### src/rtl/cic_decim.sv
//------------------------------------------------------------------------------
// cic_decim
//
// Programmable-rate 3-stage CIC decimation filter. Integrators run at the
// input sample rate (only on accepted samples), the comb chain runs once per
// decimation as a 3-deep pipeline, and the comb result is arithmetically
// shifted by 3*L-4 (L = ceil(log2 R)) to normalise the R^3 gain.
//
// Ports:
//   clk      in   system clock, rising edge
//   reset_n  in   asynchronous active-low reset
//   sclr     in   synchronous clear (keeps rate)
//   nd       in   din valid this cycle
//   din      in   IN_W-bit signed input sample
//   rate_we  in   load rate (clamped to 4..4096) and clear datapath
//   rate     in   13-bit unsigned decimation factor
//   rfd      out  ready for data (0 only while/just after reset)
//   rdy      out  one-cycle strobe, dout valid
//   dout     out  OUT_W-bit signed decimated output, held between strobes
//------------------------------------------------------------------------------
`timescale 1ns/1ps

module cic_decim #(
  parameter int N_STAGES = 3,
  parameter int IN_W     = 12,
  parameter int OUT_W    = 16,
  parameter int ACC_W    = 48
) (
  input  logic             clk,
  input  logic             reset_n,
  input  logic             sclr,
  input  logic             nd,
  input  logic [IN_W-1:0]  din,
  input  logic             rate_we,
  input  logic [12:0]      rate,
  output logic             rfd,
  output logic             rdy,
  output logic [OUT_W-1:0] dout
);

  localparam int RATE_W = 13;
  localparam int CNT_W  = 12;
  localparam logic [RATE_W-1:0] RATE_MIN = 13'd4;
  localparam logic [RATE_W-1:0] RATE_MAX = 13'd4096;

  // Saturate a requested rate into the supported 4..4096 range.
  function automatic logic [RATE_W-1:0] clamp_rate(input logic [RATE_W-1:0] r);
    logic [RATE_W-1:0] res;
    if (r < RATE_MIN) begin
      res = RATE_MIN;
    end else if (r > RATE_MAX) begin
      res = RATE_MAX;
    end else begin
      res = r;
    end
    return res;
  endfunction

  // Smallest L with 2^L >= r, for r already clamped to 4..4096.
  function automatic logic [3:0] ceil_log2(input logic [RATE_W-1:0] r);
    logic [3:0] res;
    res = 4'd0;
    for (int i = 0; i < RATE_W - 1; i++) begin
      if ((13'd1 << i) < r) begin
        res = 4'(i + 1);
      end else begin
        res = res;
      end
    end
    return res;
  endfunction

  // State registers
  logic              rfd_q;
  logic [RATE_W-1:0] rate_q, rate_d;
  logic [3:0]        l_q, l_d;
  logic [CNT_W-1:0]  cnt_q, cnt_d;
  logic [ACC_W-1:0]  i1_q, i1_d, i2_q, i2_d, i3_q, i3_d;
  logic [ACC_W-1:0]  c1_q, c1_d, c2_q, c2_d, c3_q, c3_d;
  logic [ACC_W-1:0]  d1_q, d1_d, d2_q, d2_d, d3_q, d3_d;
  logic              dec_q, dec_d, v1_q, v1_d, v2_q, v2_d, v3_q, v3_d;
  logic              rdy_q, rdy_d;
  logic [OUT_W-1:0]  dout_q, dout_d;

  // Combinational helpers
  logic             clr_s;
  logic             accept_s;
  logic             last_s;
  logic [ACC_W-1:0] din_ext_s;
  logic [5:0]       shift_s;
  logic [RATE_W-1:0] rate_clamped_s;

  assign clr_s          = sclr | rate_we;
  // A sample arriving in a clear cycle is dropped: clear has priority over nd.
  assign accept_s       = nd & rfd_q & ~clr_s;
  assign last_s         = (cnt_q == CNT_W'(rate_q - 13'd1));
  assign din_ext_s      = ACC_W'($signed(din));
  assign shift_s        = 6'(N_STAGES) * {2'b00, l_q} - 6'd4;
  assign rate_clamped_s = clamp_rate(rate);

  // Next-state logic: rate load/clear, integrators, counter and comb pipeline.
  always_comb begin
    rate_d = rate_q;
    l_d    = l_q;
    cnt_d  = cnt_q;
    i1_d   = i1_q;
    i2_d   = i2_q;
    i3_d   = i3_q;
    dec_d  = 1'b0;
    v1_d   = dec_q;
    v2_d   = v1_q;
    v3_d   = v2_q;
    rdy_d  = v3_q;

    // Comb stage 1 samples i3 the edge after the decimation sample landed.
    if (dec_q) begin
      c1_d = i3_q - d1_q;
      d1_d = i3_q;
    end else begin
      c1_d = c1_q;
      d1_d = d1_q;
    end

    if (v1_q) begin
      c2_d = c1_q - d2_q;
      d2_d = c1_q;
    end else begin
      c2_d = c2_q;
      d2_d = d2_q;
    end

    if (v2_q) begin
      c3_d = c2_q - d3_q;
      d3_d = c2_q;
    end else begin
      c3_d = c3_q;
      d3_d = d3_q;
    end

    // Truncating arithmetic shift; the low OUT_W bits are the output word.
    if (v3_q) begin
      dout_d = OUT_W'($signed(c3_q) >>> shift_s);
    end else begin
      dout_d = dout_q;
    end

    if (clr_s) begin
      if (rate_we) begin
        rate_d = rate_clamped_s;
        l_d    = ceil_log2(rate_clamped_s);
      end else begin
        rate_d = rate_q;
        l_d    = l_q;
      end
      cnt_d  = {CNT_W{1'b0}};
      i1_d   = {ACC_W{1'b0}};
      i2_d   = {ACC_W{1'b0}};
      i3_d   = {ACC_W{1'b0}};
      c1_d   = {ACC_W{1'b0}};
      c2_d   = {ACC_W{1'b0}};
      c3_d   = {ACC_W{1'b0}};
      d1_d   = {ACC_W{1'b0}};
      d2_d   = {ACC_W{1'b0}};
      d3_d   = {ACC_W{1'b0}};
      dec_d  = 1'b0;
      v1_d   = 1'b0;
      v2_d   = 1'b0;
      v3_d   = 1'b0;
      rdy_d  = 1'b0;
      dout_d = {OUT_W{1'b0}};
    end else if (accept_s) begin
      // Pipelined cascade: each stage adds the previous stage's old value.
      i1_d = i1_q + din_ext_s;
      i2_d = i2_q + i1_q;
      i3_d = i3_q + i2_q;
      if (last_s) begin
        cnt_d = {CNT_W{1'b0}};
        dec_d = 1'b1;
      end else begin
        cnt_d = cnt_q + 12'd1;
        dec_d = 1'b0;
      end
    end else begin
      cnt_d = cnt_q;
    end
  end

  // State update with asynchronous reset to the default rate of 4.
  always_ff @(posedge clk or negedge reset_n) begin
    if (!reset_n) begin
      rfd_q  <= 1'b0;
      rate_q <= 13'd4;
      l_q    <= 4'd2;
      cnt_q  <= {CNT_W{1'b0}};
      i1_q   <= {ACC_W{1'b0}};
      i2_q   <= {ACC_W{1'b0}};
      i3_q   <= {ACC_W{1'b0}};
      c1_q   <= {ACC_W{1'b0}};
      c2_q   <= {ACC_W{1'b0}};
      c3_q   <= {ACC_W{1'b0}};
      d1_q   <= {ACC_W{1'b0}};
      d2_q   <= {ACC_W{1'b0}};
      d3_q   <= {ACC_W{1'b0}};
      dec_q  <= 1'b0;
      v1_q   <= 1'b0;
      v2_q   <= 1'b0;
      v3_q   <= 1'b0;
      rdy_q  <= 1'b0;
      dout_q <= {OUT_W{1'b0}};
    end else begin
      rfd_q  <= 1'b1;
      rate_q <= rate_d;
      l_q    <= l_d;
      cnt_q  <= cnt_d;
      i1_q   <= i1_d;
      i2_q   <= i2_d;
      i3_q   <= i3_d;
      c1_q   <= c1_d;
      c2_q   <= c2_d;
      c3_q   <= c3_d;
      d1_q   <= d1_d;
      d2_q   <= d2_d;
      d3_q   <= d3_d;
      dec_q  <= dec_d;
      v1_q   <= v1_d;
      v2_q   <= v2_d;
      v3_q   <= v3_d;
      rdy_q  <= rdy_d;
      dout_q <= dout_d;
    end
  end

  assign rfd  = rfd_q;
  assign rdy  = rdy_q;
  assign dout = dout_q;

endmodule

### config.mk
export PLATFORM = sky130hd
export DESIGN_NAME = cic_decim
export DESIGN_NICKNAME = d
export VERILOG_FILES = /design/src/rtl/cic_decim.sv
export SDC_FILE = /design/constraint.sdc
export NUM_CORES = 2
export LEC_CHECK = 0
export CORE_MARGIN = 5
export CORE_UTILIZATION = 40
export CTS_CLUSTER_SIZE = 20
export DETAILED_ROUTE_END_ITERATION = 10
export GPL_ROUTABILITY_DRIVEN = 1
export MAX_ROUTING_LAYER = met4
export SYNTH_ARGS = -nofsm -noshare
export SYNTH_HDL_FRONTEND = slang
export SYNTH_SLANG_ARGS = --single-unit
### constraint.sdc
create_clock -name clk -period 3.6 [get_ports clk]
set_input_delay 0.9 -clock clk [delete_from_list [all_inputs] [get_ports clk]]
set_output_delay 0.9 -clock clk [all_outputs]
set_load 0.005 [all_outputs]
### Yosys cells after proc, flatten, opt, wreduce, memory -nomap -nowiden

Index checks and enable logic that the tools add are counted.

| word-level totals | value |
|---|---|
| output and inout bits | 18 |
| logic and storage cells | 99 |
| bits of input ports | 30 |
| register bits | 482 |

| operators by class | value |
|---|---|
| shift-type cells | 1 |
| reduce and logical (&&, ||, !) cells | 6 |
| $add $sub $neg | 9 |
| bitwise operators | 4 |
| eq/ne operators | 1 |
| multiplexer cells | 44 |
| magnitude comparators | 14 |
| $mul | 1 |

Operators by type and width:

| operator | count |
|---|---|
| 2-to-1 mux 48 bit | 18 |
| adder 48 bit | 3 |
| subtractor 48 bit | 3 |
| >>> shifter 48 x 6 -> 16 bit | 1 |
| 2-to-1 mux 4 bit | 11 |
| 2-to-1 mux 12 bit | 3 |
| 2-to-1 mux 16 bit | 2 |
| 2-to-1 mux 13 bit | 2 |
| greater-than comparator 13 bit, second input constant | 1 |
| less-than comparator 1 x 13 -> 1 bit, first input constant | 1 |
| less-than comparator 10 x 13 -> 1 bit, first input constant | 1 |
| less-than comparator 11 x 13 -> 1 bit, first input constant | 1 |
| less-than comparator 12 x 13 -> 1 bit, first input constant | 1 |
| less-than comparator 13 x 3 -> 1 bit, second input constant | 1 |
| less-than comparator 2 x 13 -> 1 bit, first input constant | 1 |
| less-than comparator 3 x 13 -> 1 bit, first input constant | 1 |
| less-than comparator 4 x 13 -> 1 bit, first input constant | 1 |
| less-than comparator 5 x 13 -> 1 bit, first input constant | 1 |
| less-than comparator 6 x 13 -> 1 bit, first input constant | 1 |
| less-than comparator 7 x 13 -> 1 bit, first input constant | 1 |
| less-than comparator 8 x 13 -> 1 bit, first input constant | 1 |
| less-than comparator 9 x 13 -> 1 bit, first input constant | 1 |
| adder 12 x 1 -> 12 bit, second input constant | 1 |
| == test 12 bit | 1 |
| other kinds (9) | 21 |

### Longest topological paths before layout

| logic depth | value |
|---|---|
| depth in word-level cells | 16 |
| depth in mapped cells | 16 |
| gate-level depth less buffers | 14 |

### Worst setup path before layout

OpenSTA, ideal clock, no wires.

| timing | value |
|---|---|
| kind | input-to-reg |
| start | in din[0] |
| end | reg i1_q[44] |
| required time | 3474 ps |
| slack | 83 ps |
| stages on the path | 12 |
| buffers on the path | 0 |
| setup time | 126 ps |
| data arrival time | 3391 ps |
| cell sequence | ha_1 fa_1 a21o_1 a21oi_1 o21ai_0 a211o_1 a21oi_1 o21ai_1 o2111ai_1 a21oi_1 a31o_2 a221o_1 |

| between the ends | value |
|---|---|
| word-level cells in the longest chain between the ends | 3 |

RTL lines:

| element | RTL line | source |
|---|---|---|
| from (decl) | 33 | `input logic [IN_W-1:0] din,` |
| adder 48 bit | 173 | `i1_d = i1_q + din_ext_s;` |
| 2-to-1 mux 48 bit | 171 | `end else if (accept_s) begin` |
| 2-to-1 mux 48 bit | 147 | `if (clr_s) begin` |
| to (signal assigned) | 195 | `i1_q <= {ACC_W{1'b0}};` |
| to (signal assigned) | 215 | `i1_q <= i1_d;` |
| to (decl) | 78 | `logic [ACC_W-1:0] i1_q, i1_d, i2_q, i2_d, i3_q, i3_d;` |

Every way passes these cells. The select of a mux whose other input is x is not followed.
A chain may end at the register's enable or synchronous reset.

### Final worst setup path

Ends and elaborated chain as after synthesis.

==> out/qor.csv <==
stage;metric;value;unit
yosys;syn_nets;4766;
setup_path;cp-start-kind;input port;
power;max-vdd-ir-drop;314;uV
sta;maxSlewViolCount;0;
final_layout;diodes;0;
grt;grt_overflow;0;
placed_design;dpl_cell_area;40900;um2
clocking;clkLatencyLatePin;0.63;ns
floorplan;core.rowCount;112;
sta;post-route-period-util;0.968;
setup_path;path_max_fanout;4;
setup_path;worstSetupPathType;input port to register;
sta;setup_tns;0;ns
floorplan;die_h;316;um
setup_path;worstPathArrival;3.99;ns
floorplan;die-area;99800;um2
detailed_routing;first_pass_iters;7;
clocking;cts.hold.buffers_added;0;
power;leakage;19.8;nW
detailed_routing;drt_iter0_markers;1678;
final_layout;utilization;0.462;
sta;setup_viol;0;
yosys;synth_cell_types;83;
detailed_routing;ant_nets;0;
detailed_routing;vias;31300;
yosys;synthArstFlopShare;1.00;
final_layout;syn2layout_area_growth;15.0;%
final_layout;layout-drive-gt1-share;0.102;
yosys;yosys_warnings;0;
clocking;clockBufferDepth;3;
clocking;numCtsBuffers;58;
placed_design;hpwl;70100;um
detailed_routing;drcViolationCount;0;
status;status;finished, final reports clean;
setup_path;startpoint;din[0];
sta;hold_violations;0;
run;maxCapViolations;0;
setup_path;slowest_stage;clkdlybuf4s50_1;
sta;fin_ws;0.115;ns
yosys;syn_area_per_cell;8.44;um2
clocking;cts_tree;built;
setup_path;cp_cell_sequence;clkdlybuf4s50_1 > ha_1 > fa_2 > a21o_1 > a21oi_2 > o21ai_1 > a211o_1 > a21oi_2 > o21ai_2 > o2111ai_1 > a21oi_1 > a31o_2 > a221o_1;
floorplan;die_w;316;um
setup_path;endpoint_kind;register;
setup_path;crit_required;4.11;ns
clocking;root_buffer;clkbuf_16;
yosys;yosys_register_bits;482;
power;power.density;309;nW/um2
placed_design;place_ws;-0.801;ns
detailed_routing;vias_per_cell;5.32;
sta;maxSlewHeadroom;0.391;
final_layout;nFillCells;9053;
setup_path;path_common_cell;a21oi_2;
worst_hold_path;hold_class;input port to async pin;
floorplan;fp.coreArea;93200;um2
yosys;syn_area;37400;um2
yosys;ys_seq_area_frac;0.322;
yosys;synth_edf_count;0;
clocking;clkTransAtPathRegs;0.06;ns
placed_design;gp_congestion;0.931;
clocking;htreeDepth;2;
placed_design;io_buffers;47;
grt;antenna_found_initial;0;
sta;worst_pin_slew;0.913;ns
detailed_routing;wire_per_inst;15.5;um
grt;grt_pass1_wl;154000;um
floorplan;ios;48;
sta;final.min_clock_period;3.49;ns
sta;timing.hold.ws;0.240;ns
grt;grt_max_degree;84;
final_layout;final_nets;4920;
setup_path;crit_path_max_incr_delay;0.40;ns
yosys;synthFlopType;dfrtp_1;
sta;fmax;287;MHz
grt;track_usage;0.186;
clocking;cts.sinks;482;
detailed_routing;routed_wl;91600;um
yosys;synthCells;4439;
setup_path;r2r_slack;0.12;ns
floorplan;initial_utilization;0.402;
grt;grt_pass1_vias;30500;
sta;fin_worst_skew;0.0263;ns
sta;rsz0062_at_grt;yes;
final_layout;fin_area;43100;um2
setup_path;rr_startpoint;i3_q[0];
-- cell usage in the layout (no fill, tap or decap), types with 45 or more instances in the layout --
| master | instances |
|---|---|
| nand3_1 | 80 |
| inv_1 | 245 |
| xor2_1 | 75 |
| clkbuf_16 | 61 |
| o21ai_0 | 231 |
| a211oi_1 | 57 |
| nor3_1 | 57 |
| o21bai_1 | 55 |
| and3_1 | 47 |
| mux2i_1 | 292 |
| xnor2_1 | 159 |
| buf_4 | 248 |
| o211ai_1 | 59 |
| dfrtp_1 | 477 |
| ha_1 | 288 |
| nor2_1 | 481 |
| a21o_1 | 175 |
| nand4_1 | 45 |
| nand2_1 | 439 |
| clkdlybuf4s50_1 | 45 |
| a21oi_1 | 402 |
-- critical path: cells and delay by family --
kind | cells | cell delay [ns]
AOI/OAI and AO/OA | 10 | 2.09
adders and majority gates | 2 | 0.59
buffers and inverters | 1 | 0.40
-- cells by family after synthesis --
logic type	Yosys count	synth area share
AO/OA/AOI/OAI	1282	0.217
XOR/XNOR	236	0.0552
adder cells (fa/ha/maj)	297	0.101
buffers and inverters	462	0.0465
flip-flops	482	0.322
multiplexers	333	0.0970
other	1	0.000100
AND/OR/NAND/NOR	1346	0.161
-- cell usage after synthesis, types with 22 or more instances --
cell type	instances	share of area
clkbuf_1	188	0.019
xnor2_1	161	0.038
a211oi_1	60	0.012
buf_1	22	0.0022
a21o_1	175	0.035
nor2_1	484	0.049
o21ai_0	234	0.031
nand3_1	80	0.011
o21a_1	39	0.0078
nor2b_1	43	0.0072
xor2_1	75	0.018
a31oi_1	38	0.0063
ha_1	289	0.097
inv_1	245	0.025
nand2_1	440	0.044
nor3_1	57	0.0076
nand4_1	45	0.0075
and2_1	24	0.0040
mux4_2	22	0.013
mux2i_1	292	0.078
or3_1	23	0.0038
o31ai_1	28	0.0056
o211ai_1	59	0.012
o21ai_1	25	0.0033
and3_1	47	0.0079
dfrtp_1	480	0.32
a21oi_1	406	0.054
o21bai_1	56	0.011
nand2b_1	31	0.0052
-- metal layers --
layer  GRT usage  vias to the layer above  wire length [um]
li1            -                    16200                 -
met1       0.241                    14600             43400
met2       0.313                      368             43600
met3      0.0184                      140              2140
met4      0.0482                        0              2400
met5           -                        -                 0
-- power breakdown --
part / total (mW) / switching [mW] / internal, mW
registers: 5.50 / 0.0436 / 5.46
clock network: 6.27 / 2.38 / 3.89
logic: 1.53 / 0.932 / 0.600
total: 13.3 / 3.36 / 9.94
-- worst paths after layout --
path	cells past startpoint	endpoint
max reg2reg	14	c1_q[36]
max	13	i1_q[44]
min in group clk	2	d1_q[28]
max in group asynchronous	2	i1_q[15]
min reg2reg	2	d1_q[28]
min	1	d3_q[45]
-- sequential cells by signal, indices dropped and copies added (netlist names) --
register / cells
c1_q: 48
c2_q: 48
c3_q: 48
cnt_q: 12
d1_q: 48
d2_q: 48
d3_q: 48
dec_q: 1
dout: 16
i1_q: 48
i2_q: 48
i3_q: 48
l_q: 4
rate_q: 12
rdy: 1
rfd: 1
v1_q: 1
v2_q: 1
v3_q: 1
-- timing repair --
action                     CTS  global route
setup buffers                1             1
setup endpoints to repair    5            32
pin swaps                    1             7
gates resized for setup      3            26
-- through the flow --
| step | std cells | power, mW |
|---|---|---|
| final | 5894 | 13.3 |
| after global routing | 5894 | 13.9 |
| after CTS | 5893 | 13.5 |
| after detailed placement | 5785 | 7.13 |
| after global placement | 5785 | 7.13 |
| after floorplan | 4439 | 6.53 |
-- layout make-up --
class,count,area (um2),share of cell area
multi-input cells,3495,23800,0.553
clock buffers,76,1660,0.0386
clock inverters,31,414,0.00962
repair buffers,309,2620,0.0608
inverters,247,927,0.0215
flip-flops and latches,482,12100,0.280
well taps,1254,1570,0.0364
(Power assumes the default switching activity.)
